===== config.mk =====
export PLATFORM = sky130hd
export DESIGN_NAME = cl_sde_img_sched_flat
export DESIGN_NICKNAME = d
export VERILOG_FILES = /design/src/rtl/cl_sde_img_sched_if.sv /design/src/rtl/cl_sde_img_sched.sv /design/src/flat_wrapper.sv
export SDC_FILE = /design/constraint.sdc
export NUM_CORES = 2
export LEC_CHECK = 0
export BUFFER_PORTS_ARGS = -buffer_cell sky130_fd_sc_hd__buf_2
export CAP_MARGIN = 20
export CORE_MARGIN = 1.5
export CORE_UTILIZATION = 38
export DETAILED_ROUTE_END_ITERATION = 16
export GPL_TIMING_DRIVEN = 0
export SYNTH_ARGS = -nofsm -noshare
export SYNTH_HDL_FRONTEND = slang
export SYNTH_SLANG_ARGS = --single-unit

===== constraint.sdc =====
create_clock -name clk -period 3.7 [get_ports clk]
set_input_delay 0.74 -clock clk [delete_from_list [all_inputs] [get_ports clk]]
set_output_delay 0.74 -clock clk [all_outputs]
set_load 0.05 [all_outputs]

===== src/rtl/cl_sde_img_sched_if.sv =====
// Input-FIFO and core-side signals of the image scheduler.
// The master modport is the scheduler; the slave modport is the FIFO/core side.
interface cl_sde_img_sched_if #(
  parameter int WORD_W = 64
);
  logic              in_img_rdy;
  logic              in_valid;
  logic [511:0]      in_data;
  logic              in_ready;
  logic              core_valid;
  logic [WORD_W-1:0] core_data;
  logic              core_res_valid;

  modport master (
    input  in_img_rdy, in_valid, in_data, core_res_valid,
    output in_ready, core_valid, core_data
  );

  modport slave (
    output in_img_rdy, in_valid, in_data, core_res_valid,
    input  in_ready, core_valid, core_data
  );
endinterface


===== src/rtl/cl_sde_img_sched.sv =====
// Image-level scheduler: pulls whole images of 512b beats from the input FIFO,
// serialises them to the core one word per cycle, and retires images on core results.
module cl_sde_img_sched #(
  parameter int IMG_BEATS      = 16,
  parameter int WORDS_PER_BEAT = 8,
  parameter int WORD_W         = 64,
  parameter int MAX_INFLIGHT   = 4,
  parameter int RES_PER_IMG    = 1
) (
  input  logic                 clk,
  input  logic                 rst,
  input  logic                 cfg_enable,
  cl_sde_img_sched_if.master   bus,
  output logic                 sts_busy,
  output logic [7:0]           sts_inflight,
  output logic [31:0]          sts_started,
  output logic [31:0]          sts_done,
  output logic                 sts_err
);

  localparam int BW = (IMG_BEATS > 1) ? $clog2(IMG_BEATS) : 1;
  localparam int WW = $clog2(WORDS_PER_BEAT);
  localparam int RW = (RES_PER_IMG > 1) ? $clog2(RES_PER_IMG) : 1;

  typedef enum logic [1:0] {IDLE, LOAD, SHIFT} state_e;

  state_e            state_q, state_d;
  logic [BW-1:0]     beat_cnt_q, beat_cnt_d;
  logic [WW-1:0]     word_cnt_q, word_cnt_d;
  logic [511:0]      shreg_q, shreg_d;
  logic              core_valid_q, core_valid_d;
  logic [WORD_W-1:0] core_data_q, core_data_d;
  logic [7:0]        inflight_q, inflight_d;
  logic [31:0]       started_q, started_d;
  logic [31:0]       done_q, done_d;
  logic [RW-1:0]     res_cnt_q, res_cnt_d;
  logic              err_q, err_d;
  logic              in_ready_c;
  logic              start_c;
  logic              res_fire_c;
  logic              retire_c;

  always_comb begin
    state_d      = state_q;
    beat_cnt_d   = beat_cnt_q;
    word_cnt_d   = word_cnt_q;
    shreg_d      = shreg_q;
    core_valid_d = 1'b0;
    core_data_d  = core_data_q;
    in_ready_c   = 1'b0;
    start_c      = 1'b0;
    case (state_q)
      IDLE: begin
        if (cfg_enable && bus.in_img_rdy && (inflight_q < 8'(MAX_INFLIGHT))) begin
          start_c    = 1'b1;
          beat_cnt_d = '0;
          state_d    = LOAD;
        end
      end
      LOAD: begin
        in_ready_c = 1'b1;
        if (bus.in_valid) begin
          shreg_d    = bus.in_data;
          word_cnt_d = '0;
          state_d    = SHIFT;
        end
      end
      SHIFT: begin
        core_valid_d = 1'b1;
        core_data_d  = shreg_q[WORD_W-1:0];
        shreg_d      = shreg_q >> WORD_W;
        word_cnt_d   = word_cnt_q + 1'b1;
        // On the last word, refill straight from the FIFO so beats stream back to back.
        if (word_cnt_q == WW'(WORDS_PER_BEAT - 1)) begin
          word_cnt_d = '0;
          if (beat_cnt_q == BW'(IMG_BEATS - 1)) begin
            state_d = IDLE;
          end else begin
            in_ready_c = 1'b1;
            beat_cnt_d = beat_cnt_q + 1'b1;
            if (bus.in_valid) begin
              shreg_d = bus.in_data;
            end else begin
              state_d = LOAD;
            end
          end
        end
      end
      default: state_d = IDLE;
    endcase
  end

  // Results arriving with nothing in flight are dropped and flagged.
  always_comb begin
    res_fire_c = bus.core_res_valid && (inflight_q != 8'd0);
    retire_c   = res_fire_c && (res_cnt_q == RW'(RES_PER_IMG - 1));
    res_cnt_d  = res_cnt_q;
    if (res_fire_c) begin
      res_cnt_d = retire_c ? '0 : res_cnt_q + 1'b1;
    end
    inflight_d = inflight_q + {7'd0, start_c} - {7'd0, retire_c};
    started_d  = started_q + {31'd0, start_c};
    done_d     = done_q + {31'd0, retire_c};
    err_d      = err_q | (bus.core_res_valid && (inflight_q == 8'd0));
  end

  always_ff @(posedge clk) begin
    if (rst) begin
      state_q      <= IDLE;
      beat_cnt_q   <= '0;
      word_cnt_q   <= '0;
      shreg_q      <= '0;
      core_valid_q <= 1'b0;
      core_data_q  <= '0;
      inflight_q   <= '0;
      started_q    <= '0;
      done_q       <= '0;
      res_cnt_q    <= '0;
      err_q        <= 1'b0;
    end else begin
      state_q      <= state_d;
      beat_cnt_q   <= beat_cnt_d;
      word_cnt_q   <= word_cnt_d;
      shreg_q      <= shreg_d;
      core_valid_q <= core_valid_d;
      core_data_q  <= core_data_d;
      inflight_q   <= inflight_d;
      started_q    <= started_d;
      done_q       <= done_d;
      res_cnt_q    <= res_cnt_d;
      err_q        <= err_d;
    end
  end

  assign bus.in_ready   = in_ready_c;
  assign bus.core_valid = core_valid_q;
  assign bus.core_data  = core_data_q;
  assign sts_busy       = (state_q != IDLE) || (inflight_q != 8'd0);
  assign sts_inflight   = inflight_q;
  assign sts_started    = started_q;
  assign sts_done       = done_q;
  assign sts_err        = err_q;

endmodule

===== src/flat_wrapper.sv =====
// flat-port wrapper written by rule: the top's interface ports become plain ports
module cl_sde_img_sched_flat 
#(
  parameter int IMG_BEATS      = 16,
  parameter int WORDS_PER_BEAT = 8,
  parameter int WORD_W         = 64,
  parameter int MAX_INFLIGHT   = 4,
  parameter int RES_PER_IMG    = 1
)
  (clk, rst, cfg_enable, sts_busy, sts_inflight, sts_started, sts_done, sts_err, bus_in_img_rdy, bus_in_valid, bus_in_data, bus_core_res_valid, bus_in_ready, bus_core_valid, bus_core_data);
  cl_sde_img_sched_if #(.WORD_W(WORD_W)) bus_i ();
  input  logic clk;
  input  logic rst;
  input  logic cfg_enable;
  output logic sts_busy;
  output logic [7:0] sts_inflight;
  output logic [31:0] sts_started;
  output logic [31:0] sts_done;
  output logic sts_err;
  input wire logic [$bits(bus_i.in_img_rdy)-1:0] bus_in_img_rdy;
  input wire logic [$bits(bus_i.in_valid)-1:0] bus_in_valid;
  input wire logic [$bits(bus_i.in_data)-1:0] bus_in_data;
  input wire logic [$bits(bus_i.core_res_valid)-1:0] bus_core_res_valid;
  output wire logic [$bits(bus_i.in_ready)-1:0] bus_in_ready;
  output wire logic [$bits(bus_i.core_valid)-1:0] bus_core_valid;
  output wire logic [$bits(bus_i.core_data)-1:0] bus_core_data;
  assign bus_i.in_img_rdy = bus_in_img_rdy;
  assign bus_i.in_valid = bus_in_valid;
  assign bus_i.in_data = bus_in_data;
  assign bus_i.core_res_valid = bus_core_res_valid;
  assign bus_in_ready = bus_i.in_ready;
  assign bus_core_valid = bus_i.core_valid;
  assign bus_core_data = bus_i.core_data;
  cl_sde_img_sched #(.IMG_BEATS(IMG_BEATS), .WORDS_PER_BEAT(WORDS_PER_BEAT), .WORD_W(WORD_W), .MAX_INFLIGHT(MAX_INFLIGHT), .RES_PER_IMG(RES_PER_IMG)) u_core (.clk(clk), .rst(rst), .cfg_enable(cfg_enable), .bus(bus_i), .sts_busy(sts_busy), .sts_inflight(sts_inflight), .sts_started(sts_started), .sts_done(sts_done), .sts_err(sts_err));
endmodule

==> results_dict.tcl <==
set metrics [dict create \
    status "finished clean" \
    clock-sinks 660 \
    cts_root_buffer "clkbuf_16" \
    yosys.area_share.xor_xnor_pct 1.832 \
    grt_max_degree 14 \
    slew_violations 0 \
    num_vias 27050 \
    finalCritPeriodShare_pct 93.69 \
    finalPower_mw 26.69 \
    drive_above_1_share_pct 20.66 \
    r2r_slack_ns 0.23 \
    grt_pass1_wl_um 158600 \
    grt_antenna_before_repair 47 \
    dr_wl_met2_um 53020 \
    grt_overflow_total 0 \
    yosysWarnings 0 \
    drv_cap 0 \
    leakage_nw 14.04 \
    syn-instance-count 3461 \
    tritoncts "yes" \
    die_height_um 273.1 \
    row_count 98 \
    rsz0062_at_grt "false" \
    r2r-start "u_core.state_q[0]" \
    synth-seq-cells 660 \
    coreArea_mm2 0.07185 \
    yosys.area_share.simple_pct 25.55 \
    r2r_end "u_core.shreg_q[60]" \
    routed_via_density 5.183 \
    startpoint "u_core.state_q[0]" \
    wire_per_inst_um 20.95 \
    yosysSeqAreaShare_pct 47.66 \
    clock_skew_ns 0.02628 \
    hold_path.class "in -> reg" \
    slew_headroom_pct 27.37 \
    dp_hpwl_um 88240 \
    worstMarginPinSlew_ns 1.090 \
    required_ns 4.22 \
    die-area_mm2 0.07459 \
    post-route-min-period_ns 3.467 \
    ys_async_sr_fraction_pct 0 \
    p_per_area_mw_per_mm2 770.4 \
    dr.pass1.iters 5 \
    crit_path_start_kind "register" \
    port_buffers 656 \
    synth.cell_area_mm2 0.02772 \
    ir_worst_vdd_uv 379.6 \
    clock_path_buffers 3 \
    wl_um 109300 \
    start_util_pct 38.58 \
    wl_met3_um 6409 \
    avgSynthCellArea_um2 8.010 \
    r2r_cells 8 \
    ant_nets 0 \
    finalSetupViolations 0 \
    final_net_count 4737 \
    die_w_um 273.1 \
    synth_mux_area_share_pct 2.311 \
    route.detailed.drc 0 \
    track_usage_pct 28.18 \
    synth_compound_area_share_pct 16.64 \
    yosys.cell_types.count 56 \
    fmax_ghz 0.2885 \
    cp-endpoint "u_core.shreg_q[60]" \
    yosys_most_used_dff "dfxtp_1" \
    htreeDepth 3 \
    cp.arrival_ns 3.99 \
    synth_edf_count 0 \
    hold_viol 0 \
    cts_inserted_buffers 74 \
    hold_buffers 0 \
    hold-worst-slack_ns 0.3717 \
    cts_setup_buffers 0 \
    place.gp.congestion 0.8719 \
    syn_to_final_growth_pct 24.95 \
    synth_fa_ha_area_share_pct 1.110 \
    n_fill_cell 7423 \
    io_pins 658 \
    clk_latency_ns 0.62 \
    grt_pass1_vias 26090 \
    synth_top_family_by_area "simple AND/OR/NAND/NOR gates" \
    synth_nets 4003 \
    cp_max_fo 10 \
    cts-resized-gates 0 \
    critical_path_class "reg -> reg" \
    fin_setup_tns_ns 0 \
    met1_length_um 47100 \
    cp-end-kind "register" \
    drtIter0Drc 1600 \
    highest_layer "met5" \
    path_clk_slew_ns 0.06 \
]
-- cell type report --
cell class	count	area, um2	share of cell area, %
tap	950	1189	3.431
multi-input combinational	2472	13150	37.97
clock inverter	9	102.6	0.2962
inverter	23	86.33	0.2492
clock buffer	116	2253	6.505
antenna	24	60.06	0.1734
timing repair buffer	658	3313	9.564
sequential	660	13210	38.14
buffer	306	1272	3.673
-- critical path, stage by stage, from the launching register on --
cell,delay (ns)
dfxtp_1,0.39
inv_1,0.09
ha_1,0.24
clkbuf_1,0.41
nand2_1,0.76
buf_2,0.43
buf_1,0.56
nand2_1,0.19
a311oi_1,0.29
-- metal layers --
metal | global-route usage (%) | vias up
met5 | 0 | -
met4 | 8.316 | 44
met3 | 5.782 | 183
met2 | 48.23 | 704
met1 | 35.57 | 12630
li1 | - | 13480
-- Yosys cell counts, types with 22 or more instances --
| cell | n | area [um2] |
|---|---|---|
| nand2_1 | 984 | 3694 |
| a311oi_1 | 449 | 3933 |
| buf_1 | 36 | 135.1 |
| dfxtp_1 | 660 | 13210 |
| xor2_1 | 37 | 324.1 |
| nor2_1 | 582 | 2185 |
| ha_1 | 23 | 287.8 |
| clkbuf_1 | 173 | 649.4 |
| nand3_1 | 93 | 465.5 |
| a21oi_1 | 83 | 415.4 |
| buf_2 | 95 | 475.5 |
| inv_1 | 22 | 82.58 |
| mux2i_1 | 64 | 640.6 |
-- power by group --
| part | switching, mW | total (mW) | internal, mW | leakage, nW |
|---|---|---|---|---|
| clock | 3.01 | 7.31 | 4.30 | 1.16 |
| sequential | 1.23 | 10.6 | 9.32 | 5.38 |
| combinational | 5.69 | 8.83 | 3.14 | 7.49 |
| total | 9.93 | 26.7 | 16.8 | 14.0 |
-- state kept, by name, indices dropped and copies added (netlist names) --
signal / count
u_core.shreg_q: 512
u_core.bus.core_data: 64
u_core.sts_done: 32
u_core.sts_started: 32
u_core.sts_inflight: 8
u_core.beat_cnt_q: 4
u_core.word_cnt_q: 3
u_core.state_q: 2
u_core.bus.core_valid: 1
u_core.res_cnt_q: 1
u_core.sts_err: 1
-- cells by family (layout without fill, tap and decap cells) --
kind of cell / count (synthesis) / after routing
multiplexers: 64 / 64
other: 0 / 24
flip-flops: 660 / 660
buffers and inverters: 329 / 1112
XOR/XNOR: 58 / 58
AO/OA/AOI/OAI: 569 / 569
AND/OR/NAND/NOR: 1757 / 1757
adder cells (fa/ha/maj): 24 / 24
-- placed cells by master (no fill, tap or decap), types with 4 or more instances in the layout --
cell type / count
and4_1: 7
a21oi_1: 83
or3_1: 7
nor4_1: 10
ha_1: 23
nand2_1: 984
buf_2: 751
nor3_1: 6
clkbuf_1: 194
nand3_1: 93
clkinv_2: 5
xnor2_1: 21
diode_2: 24
and2_1: 6
xor2_1: 37
nand4_1: 16
nand3_2: 4
inv_1: 22
buf_1: 36
dfxtp_1: 660
clkbuf_16: 77
nand2b_1: 5
mux2i_1: 64
nor2b_1: 7
clkbuf_8: 18
a311oi_1: 449
and3_1: 8
o21ai_0: 14
nor2_1: 582
o211ai_1: 4
-- through the flow --
step | area [um2] | setup slack (ns) | instances | utilization, %
after global placement | 32200 | -0.3016 | 5067 | 44.81
final | 34640 | 0.2335 | 5218 | 48.21
after floorplan | 27720 | 0.6620 | 3461 | -
after CTS | 34580 | 0.1955 | 5194 | 48.13
after detailed placement | 32230 | -0.03522 | 5069 | 44.85
after global routing | 34630 | 0.06864 | 5212 | 48.19
-- worst min path at each step --
stage                     cells after the start                   to                 from  slack (ns)
after CTS                                     3  u_core.shreg_q[491]     bus_in_data[491]        0.34
after global placement                        2  u_core.shreg_q[464]  u_core.shreg_q[464]        0.44
final                                         3  u_core.shreg_q[491]     bus_in_data[491]        0.37
after detailed placement                      2  u_core.shreg_q[463]  u_core.shreg_q[463]        0.44
after floorplan                               2  u_core.shreg_q[448]  u_core.shreg_q[448]        0.43
after global routing                          3  u_core.shreg_q[474]     bus_in_data[474]        0.36
Note: power is estimated with default switching activity, not from simulation.
